File: src/rtl/dsp_pkg.sv
// Shared widths, control bundle and OPMODE bit map for the DSP multiply-accumulate slice.
package dsp_pkg;

    localparam int AW_DEF = 18;
    localparam int PW_DEF = 48;

    typedef struct packed {
        logic pre_en;
        logic pre_sub;
        logic acc_en;
        logic post_sub;
    } dsp_ctrl_t;

    // Bit positions of these controls inside a DSP48A1 OPMODE word.
    localparam int OPM_POST_SUB_BIT = 7;
    localparam int OPM_PRE_SUB_BIT  = 6;
    localparam int OPM_PRE_EN_BIT   = 4;
    localparam int OPM_ZMUX_P_BIT   = 3;

    function automatic logic [7:0] ctrl_to_opmode(input dsp_ctrl_t c);
        logic [7:0] opm;
        opm                   = 8'h01;
        opm[OPM_POST_SUB_BIT] = c.post_sub;
        opm[OPM_PRE_SUB_BIT]  = c.pre_sub;
        opm[OPM_PRE_EN_BIT]   = c.pre_en;
        opm[OPM_ZMUX_P_BIT]   = c.acc_en;
        return opm;
    endfunction

endpackage

File: src/rtl/dsp_mult_acc_if.sv
// Operand, control and result bundle between the operand register stage, this core and the output stage.
interface dsp_mult_acc_if
    import dsp_pkg::*;
#(
    parameter int AW = AW_DEF,
    parameter int PW = PW_DEF
) ();

    logic            CE;
    logic            in_valid;
    logic [AW-1:0]   a;
    logic [AW-1:0]   b;
    logic [AW-1:0]   d;
    logic            pre_en;
    logic            pre_sub;
    logic            acc_en;
    logic            post_sub;
    logic [2*AW-1:0] m;
    logic [PW-1:0]   p;
    logic            carryout;
    logic            out_valid;

    modport master (
        output CE, in_valid, a, b, d, pre_en, pre_sub, acc_en, post_sub,
        input  m, p, carryout, out_valid
    );

    modport slave (
        input  CE, in_valid, a, b, d, pre_en, pre_sub, acc_en, post_sub,
        output m, p, carryout, out_valid
    );

endinterface

File: src/rtl/dsp_mult_acc_pipe_reg.sv
// Width-parameterised pipeline register with clock enable and asynchronous active-high clear.
module pipe_reg #(
    parameter int W = 1
) (
    input  logic         clk,
    input  logic         rst,
    input  logic         ce_i,
    input  logic [W-1:0] d_i,
    output logic [W-1:0] q_o
);

    logic [W-1:0] q_q;

    always_ff @(posedge clk or posedge rst) begin
        if (rst) begin
            q_q <= '0;
        end else if (ce_i) begin
            q_q <= d_i;
        end
    end

    assign q_o = q_q;

endmodule

File: src/rtl/dsp_mult_acc.sv
// Three-stage pre-add / multiply / post-add accumulate core with a valid bit riding alongside the data.
module dsp_mult_acc
    import dsp_pkg::*;
#(
    parameter int AW = AW_DEF,
    parameter int PW = PW_DEF
) (
    input  logic          clk,
    input  logic          RST,
    dsp_mult_acc_if.slave bus
);

    dsp_ctrl_t       ctrl_in;
    logic [AW-1:0]   pre_sum;
    logic [AW-1:0]   b1_d;
    logic [AW-1:0]   a1_q;
    logic [AW-1:0]   b1_q;
    logic [2*AW-1:0] m_d;
    logic [2*AW-1:0] m_q;
    logic [PW:0]     x_ext;
    logic [PW:0]     m_ext;
    logic [PW:0]     r_d;
    logic [PW-1:0]   p_q;
    logic            co_q;
    logic            ov_q;
    logic            v2_q;
    logic            acc2_q;
    logic            post2_q;

    // {valid, acc_en, post_sub} travel together through stages 1 and 2.
    logic [2:0][2:0] vc_chain;

    assign ctrl_in = '{pre_en:   bus.pre_en,
                       pre_sub:  bus.pre_sub,
                       acc_en:   bus.acc_en,
                       post_sub: bus.post_sub};

    assign pre_sum     = ctrl_in.pre_sub ? (bus.d - bus.b) : (bus.d + bus.b);
    assign b1_d        = ctrl_in.pre_en ? pre_sum : bus.b;
    assign vc_chain[0] = {bus.in_valid, ctrl_in.acc_en, ctrl_in.post_sub};

    pipe_reg #(.W(AW)) u_a1 (.clk(clk), .rst(RST), .ce_i(bus.CE), .d_i(bus.a), .q_o(a1_q));
    pipe_reg #(.W(AW)) u_b1 (.clk(clk), .rst(RST), .ce_i(bus.CE), .d_i(b1_d),  .q_o(b1_q));

    generate
        for (genvar gi = 0; gi < 2; gi++) begin : g_vc
            pipe_reg #(.W(3)) u_vc (
                .clk (clk),
                .rst (RST),
                .ce_i(bus.CE),
                .d_i (vc_chain[gi]),
                .q_o (vc_chain[gi+1])
            );
        end
    endgenerate

    assign {v2_q, acc2_q, post2_q} = vc_chain[2];

    assign m_d = {{AW{1'b0}}, a1_q} * {{AW{1'b0}}, b1_q};

    pipe_reg #(.W(2*AW)) u_m (.clk(clk), .rst(RST), .ce_i(bus.CE), .d_i(m_d), .q_o(m_q));

    // One extra bit on top of P captures carry on add and borrow on subtract.
    assign x_ext = acc2_q ? {1'b0, p_q} : '0;
    assign m_ext = {{(PW + 1 - 2*AW){1'b0}}, m_q};
    assign r_d   = post2_q ? (x_ext - m_ext) : (x_ext + m_ext);

    pipe_reg #(.W(PW+1)) u_p (
        .clk (clk),
        .rst (RST),
        .ce_i(bus.CE & v2_q),
        .d_i (r_d),
        .q_o ({co_q, p_q})
    );

    pipe_reg #(.W(1)) u_ov (.clk(clk), .rst(RST), .ce_i(bus.CE), .d_i(v2_q), .q_o(ov_q));

    assign bus.m         = m_q;
    assign bus.p         = p_q;
    assign bus.carryout  = co_q;
    assign bus.out_valid = ov_q;

endmodule

File: src/flat_wrapper.sv
// flat-port wrapper written by rule: the top's interface ports become plain ports
module dsp_mult_acc_flat import dsp_pkg::*;
#(
    parameter int AW = AW_DEF,
    parameter int PW = PW_DEF
)
  (clk, RST, bus_CE, bus_in_valid, bus_a, bus_b, bus_d, bus_pre_en, bus_pre_sub, bus_acc_en, bus_post_sub, bus_m, bus_p, bus_carryout, bus_out_valid);
  dsp_mult_acc_if #(.AW(AW), .PW(PW)) bus_i ();
  input  logic clk;
  input  logic RST;
  input wire logic [$bits(bus_i.CE)-1:0] bus_CE;
  input wire logic [$bits(bus_i.in_valid)-1:0] bus_in_valid;
  input wire logic [$bits(bus_i.a)-1:0] bus_a;
  input wire logic [$bits(bus_i.b)-1:0] bus_b;
  input wire logic [$bits(bus_i.d)-1:0] bus_d;
  input wire logic [$bits(bus_i.pre_en)-1:0] bus_pre_en;
  input wire logic [$bits(bus_i.pre_sub)-1:0] bus_pre_sub;
  input wire logic [$bits(bus_i.acc_en)-1:0] bus_acc_en;
  input wire logic [$bits(bus_i.post_sub)-1:0] bus_post_sub;
  output wire logic [$bits(bus_i.m)-1:0] bus_m;
  output wire logic [$bits(bus_i.p)-1:0] bus_p;
  output wire logic [$bits(bus_i.carryout)-1:0] bus_carryout;
  output wire logic [$bits(bus_i.out_valid)-1:0] bus_out_valid;
  assign bus_i.CE = bus_CE;
  assign bus_i.in_valid = bus_in_valid;
  assign bus_i.a = bus_a;
  assign bus_i.b = bus_b;
  assign bus_i.d = bus_d;
  assign bus_i.pre_en = bus_pre_en;
  assign bus_i.pre_sub = bus_pre_sub;
  assign bus_i.acc_en = bus_acc_en;
  assign bus_i.post_sub = bus_post_sub;
  assign bus_m = bus_i.m;
  assign bus_p = bus_i.p;
  assign bus_carryout = bus_i.carryout;
  assign bus_out_valid = bus_i.out_valid;
  dsp_mult_acc #(.AW(AW), .PW(PW)) u_core (.clk(clk), .RST(RST), .bus(bus_i));
endmodule
File: config.mk
export PLATFORM = sky130hd
export DESIGN_NAME = dsp_mult_acc_flat
export DESIGN_NICKNAME = d
export VERILOG_FILES = /design/src/rtl/dsp_pkg.sv /design/src/rtl/dsp_mult_acc_if.sv /design/src/rtl/dsp_mult_acc_pipe_reg.sv /design/src/rtl/dsp_mult_acc.sv /design/src/flat_wrapper.sv
export SDC_FILE = /design/constraint.sdc
export NUM_CORES = 1
export LEC_CHECK = 0
export ABC_AREA = 1
export CORE_MARGIN = 2
export CORE_UTILIZATION = 35
export CTS_BUF_LIST = sky130_fd_sc_hd__clkbuf_8
export DETAILED_ROUTE_END_ITERATION = 8
export PLACE_DENSITY = 0.51
export SYNTH_ARGS = -nofsm -noshare
export SYNTH_HDL_FRONTEND = slang
export SYNTH_HIERARCHICAL = 1
export SYNTH_SLANG_ARGS = --single-unit
File: constraint.sdc
create_clock -name clk -period 6.9 [get_ports clk]
set_input_delay 0.69 -clock clk [delete_from_list [all_inputs] [get_ports clk]]
set_output_delay 0.69 -clock clk [all_outputs]
set_load 0.02 [all_outputs]
* Word level (Yosys, flattened, before mapping) *
Index checks and enable logic that the tools add are counted.

word-level totals
  flip-flop bits (word level) = 128
  input port bits = 62
  logic and storage cells = 17
  output and inout port bits = 86

cells by class
  $mul = 1
  muxes and demuxes = 4
  add/sub/neg operators = 4
  bitwise logic cells = 1

operators with widths
  operator          count
  $add A49 B36 Y49  1
  $mux W49          1
  $sub A49 B36 Y49  1
  $mux W48          1
  $mul A18 B18 Y36  1
  $mux W18          2
  $add A18 B18 Y18  1
  $sub A18 B18 Y18  1
  $and A1 B1 Y1     1

* Longest topological paths before layout *
  depth in word-level cells = 3
  mapped depth = 29
  depth with buffers taken out = 27

* Cells and area by module *
The synthesis kept the hierarchy.

by module, submodules not included
  module                               times used  seq. area each (µm²)  area an instance (µm²)  cells each
  dsp_mult_acc                         1           0.0                   18480.2                 3086
  pipe_reg at u_core.u_p               1           1226.2                1861.8                  209
  pipe_reg at u_core.u_a1 ...          2           450.4                 714.4                   77
  pipe_reg at u_core.u_m               1           900.9                 1422.6                  153
  pipe_reg at u_core.g_vc[0].u_vc ...  2           75.1                  116.4                   14
  pipe_reg at u_core.u_ov              1           25.0                  43.8                    6

* Worst setup path after synthesis *
No wires, ideal clock.

  path type = register to register
  from = register u_core.u_b1.q_q[3], in the netlist u_core/u_b1/q_o[3]
  to = register u_core.u_m.q_q[35], in the netlist u_core/u_m/q_o[35]
  data required time = 6783 ps
  arrival = 5387 ps
  setup slack = 1396 ps
  library setup time = 117 ps
  buffers on the path = 2
  stages on the path, launching flop included = 25
  period minus slack after synthesis = 5504 ps
  path through = dfrtp_1 -> clkbuf_1 -> clkbuf_1 -> nand2_1 -> fa_1 -> fa_1 -> fa_1 -> inv_1 -> fa_1 -> fa_1 -> inv_1 -> fa_1 -> inv_1 -> ha_1 -> nand2_1 -> nor2_1 -> inv_1 -> nor3_1 -> nand2_1 -> nand2_1 -> nand2_1 -> nand3b_1 -> nand2_1 -> nand2_1 -> nand2_1

between the ends
  cells in the longest elaborated chain, start to end = 1

ends and longest elaborated chain
  what                    RTL line                     source
  from (decl)             dsp_mult_acc_pipe_reg.sv:12  logic [W-1:0] q_q;
  from (signal assigned)  dsp_mult_acc_pipe_reg.sv:18  q_q <= d_i;
  $mul A18 B18 Y36        dsp_mult_acc.sv:59           assign m_d = {{AW{1'b0}}, a1_q} * {{AW{1'b0}}, b1_q};
  net u_core.m_d[35]      dsp_mult_acc.sv:18           logic [2*AW-1:0] m_d;
  to (signal assigned)    dsp_mult_acc_pipe_reg.sv:18
  to (decl)               dsp_mult_acc_pipe_reg.sv:12

The timed path passes the listed nets, and every way through them passes these cells.
A chain may end at the register's enable or synchronous reset.

* Worst setup path after layout *
  from = register u_core.u_b1.q_q[9], in the netlist u_core/u_b1/q_o[9]
  to = register u_core.u_m.q_q[35], in the netlist u_core/u_m/q_o[35]

The elaborated chain is that of the path after synthesis.

==> flow_summary.ini <==
[grt]
first_global_vias = 21500
grt_pass1_wl_um = 117000
grt_max_degree = 51
track_usage_pct = 21.7
antenna_found_initial = 0
grt-ovfl-total = 0

[min_path]
hold_class = flip-flop to flip-flop
hold_path_startpoint = u_core/g_vc[0].u_vc/q_o[2]$_DFFE_PP0P_

[synth]
synth_nets = 4133
yosysSeqAreaShare_pct = 13.6
yosys_warnings = 6
syn_avg_cell_area_um2 = 6.45
netlist_area_mm2 = 0.0235
yosysUniqueCellTypes = 48
synth_cells = 3636
ys_ff_latch = 128
ys.flop_type = dfrtp_1
synth_edf_count = 0
async_flop_share_pct = 100

[die]
design.core.area_mm2 = 0.0661
dieArea_mm2 = 0.0691
die_y_um = 263
fp.dieW_um = 263
row_count = 94
initial_utilization_pct = 35.5
num_io_pins = 148

[route]
vias_per_cell = 4.61
drt_iter0_drc = 1419
wl_per_cell_um = 15.8
ant_nets = 0
drc = 0
drt_first_pass_iters = 6
via_count = 21100
finalWirelength_um = 72400

[worst_setup_path]
path_max_fanout = 19
crit_path_start = u_core/u_b1/q_o[9]$_DFFE_PP0P_
timing.rr.start = u_core/u_b1/q_o[9]$_DFFE_PP0P_
critPathArrivalTime_ns = 6.62
critPathRequiredTime_ns = 7.39
rr_endpoint = u_core/u_m/q_o[35]$_DFFE_PP0P_
worstRegToRegCells = 25
crit_type = flip-flop to flip-flop
worstSetupStartpointType = flip-flop
cp-end-kind = flip-flop
critPathCapture = u_core/u_m/q_o[35]$_DFFE_PP0P_
ff2ff_setup_slack_ns = 0.77

[timing]
fin_ws_ns = 0.772
rsz0062_at_grt = false
fmaxAchievable_ghz = 0.163
setup_viol = 0
final.setup.tns_ns = 0
hold_violations = 0
drv_slew = 0
finalCriticalPeriod_ns = 6.13
finalCritPeriodShare_pct = 88.8
slew_headroom_pct = 35.4
max_slew.worst_pin.slew_ns = 0.969
skew_ns = 0.0301

[cts]
cts_buffer_depth = 2
cts_root_buffer = clkbuf_8
worstSkewPairLatency_ns = 0.58
path_clk_slew_ns = 0.09
cts_resized = 0
cts_tree = built
htreeDepth = 4
holdBufCountCts = 0
postCtsSetupRepairBufs = 0
clkSinkCount = 128
cts_inserted_buffers = 17

[finish]
utilization_pct = 39.4
layout_commonest_cell = nand2_1
n_antenna_cell = 0
synthToLayoutAreaGrowth_pct = 10.8
drive_above_1_share_pct = 3.57
mostFrequentLayoutCells = 1421 x nand2_1, 823 x inv_1, 258 x fa_1, 209 x nor2_1, 177 x ha_1
final_nets = 4205
fin_area_mm2 = 0.0260

[placed_design]
dp_hpwl_um = 60200
gp_congestion = 0.963
post-place-ws_ns = 0.833
placed_cell_area_mm2 = 0.0256
port_buffers = 147

[run]
max_cap_viol_count = 0

[run_status]
outcome = complete, no violations
-- synthesized netlist by cell type, types with 3 or more instances --
cell	number	area, um^2
a21oi_1	80	400
a31oi_1	4	25.0
and2_1	3	18.8
buf_1	7	26.3
buf_2	9	45.0
buf_4	6	45.0
buf_6	8	90.1
clkbuf_1	77	289
dfrtp_1	128	3200
fa_1	258	5160
ha_1	177	2210
inv_1	823	3090
inv_2	31	116
inv_8	3	33.8
nand2_1	1421	5330
nand2_2	23	144
nand3_1	105	526
nand3b_1	12	90.1
nand4_1	20	125
nor2_1	209	785
nor2_2	11	68.8
nor2_4	5	56.3
nor3_1	15	75.1
nor4_1	3	18.8
o21a_1	4	30.0
o21ai_0	50	250
o21ai_1	12	60.1
o21ai_2	4	35.0
o21bai_1	10	75.1
o22ai_1	3	18.8
xnor2_1	19	166
xor2_1	72	631
-- stage by stage --
stage / cells / hold slack (ns)
after floorplan: 3636 / 0.419
after detailed placement: 4553 / 0.461
final: 4585 / 0.477
after CTS: 4585 / 0.483
after global routing: 4585 / 0.516
after global placement: 4553 / 0.457
-- worst min-delay path by stage --
stage / end / depth (start not counted)
global route: u_core/u_p/q_o[48]$_DFFE_PP0P_ / 2
global placement: u_core/u_p/q_o[48]$_DFFE_PP0P_ / 2
floorplan: u_core/u_ov/q_o$_DFFE_PP0P_ / 1
finish: u_core/g_vc[1].u_vc/q_o[2]$_DFFE_PP0P_ / 2
detailed placement: u_core/u_p/q_o[48]$_DFFE_PP0P_ / 2
CTS: u_core/u_p/q_o[48]$_DFFE_PP0P_ / 2
-- registers in the layout, summed over array words and instances (netlist names) --
register and count:
u_core/u_b1/q_o 18, u_core/u_ov/q_o 1, u_core/u_p/q_o 49, u_core/g_vc.u_vc/q_o 6
u_core/u_m/q_o 36, u_core/u_a1/q_o 18
-- worst max-delay path: stages, from the launching register on --
cell and delay (ns):
dfrtp_1 0.93, nand2_1 0.18, fa_1 0.57, inv_1 0.05
fa_1 0.50, inv_1 0.05, fa_1 0.56, inv_1 0.07
fa_1 0.45, fa_1 0.49, inv_1 0.05, fa_1 0.52
inv_1 0.04, ha_1 0.34, nand2_1 0.13, nor2_1 0.21
inv_1 0.12, nor3_1 0.14, nand2_1 0.07, nand2_1 0.18
nand2_1 0.10, nand2_1 0.08, nand2_1 0.04, nand2_1 0.05
nand2_1 0.05, nand2_1 0.09
-- logic make-up (layout without fill, tap and decap cells) --
logic type,after synthesis,count (layout),share of synthesized area [%]
AO/OA/AOI/OAI,175,175,4.07
buffers and inverters,969,1054,16.2
AND/OR/NAND/NOR,1838,1838,31.3
flip-flops,128,128,13.6
adder cells (fa/ha/maj),435,435,31.4
XOR/XNOR,91,91,3.40
-- metal layers --
| layer | share of wire, % | global-route usage, % | vias up |
|---|---|---|---|
| li1 | - | - | 10700 |
| met1 | 44 | 26.6 | 9985 |
| met2 | 51 | 39.9 | 359 |
| met3 | 2.8 | 2.36 | 70 |
| met4 | 2.3 | 5.99 | 0 |
| met5 | 0 | 0 | - |
-- cell type report --
class / count / area, um^2
fill: 7410 / 40100
multi-input combinational: 2539 / 16500
clock buffer: 21 / 289
tap: 864 / 1080
sequential: 128 / 3200
clock inverter: 11 / 128
inverter: 859 / 3250
timing repair buffer: 163 / 1590
Power is not shown: default switching activity piles up to over one toggle a cycle in this logic, so the estimate is an artifact.
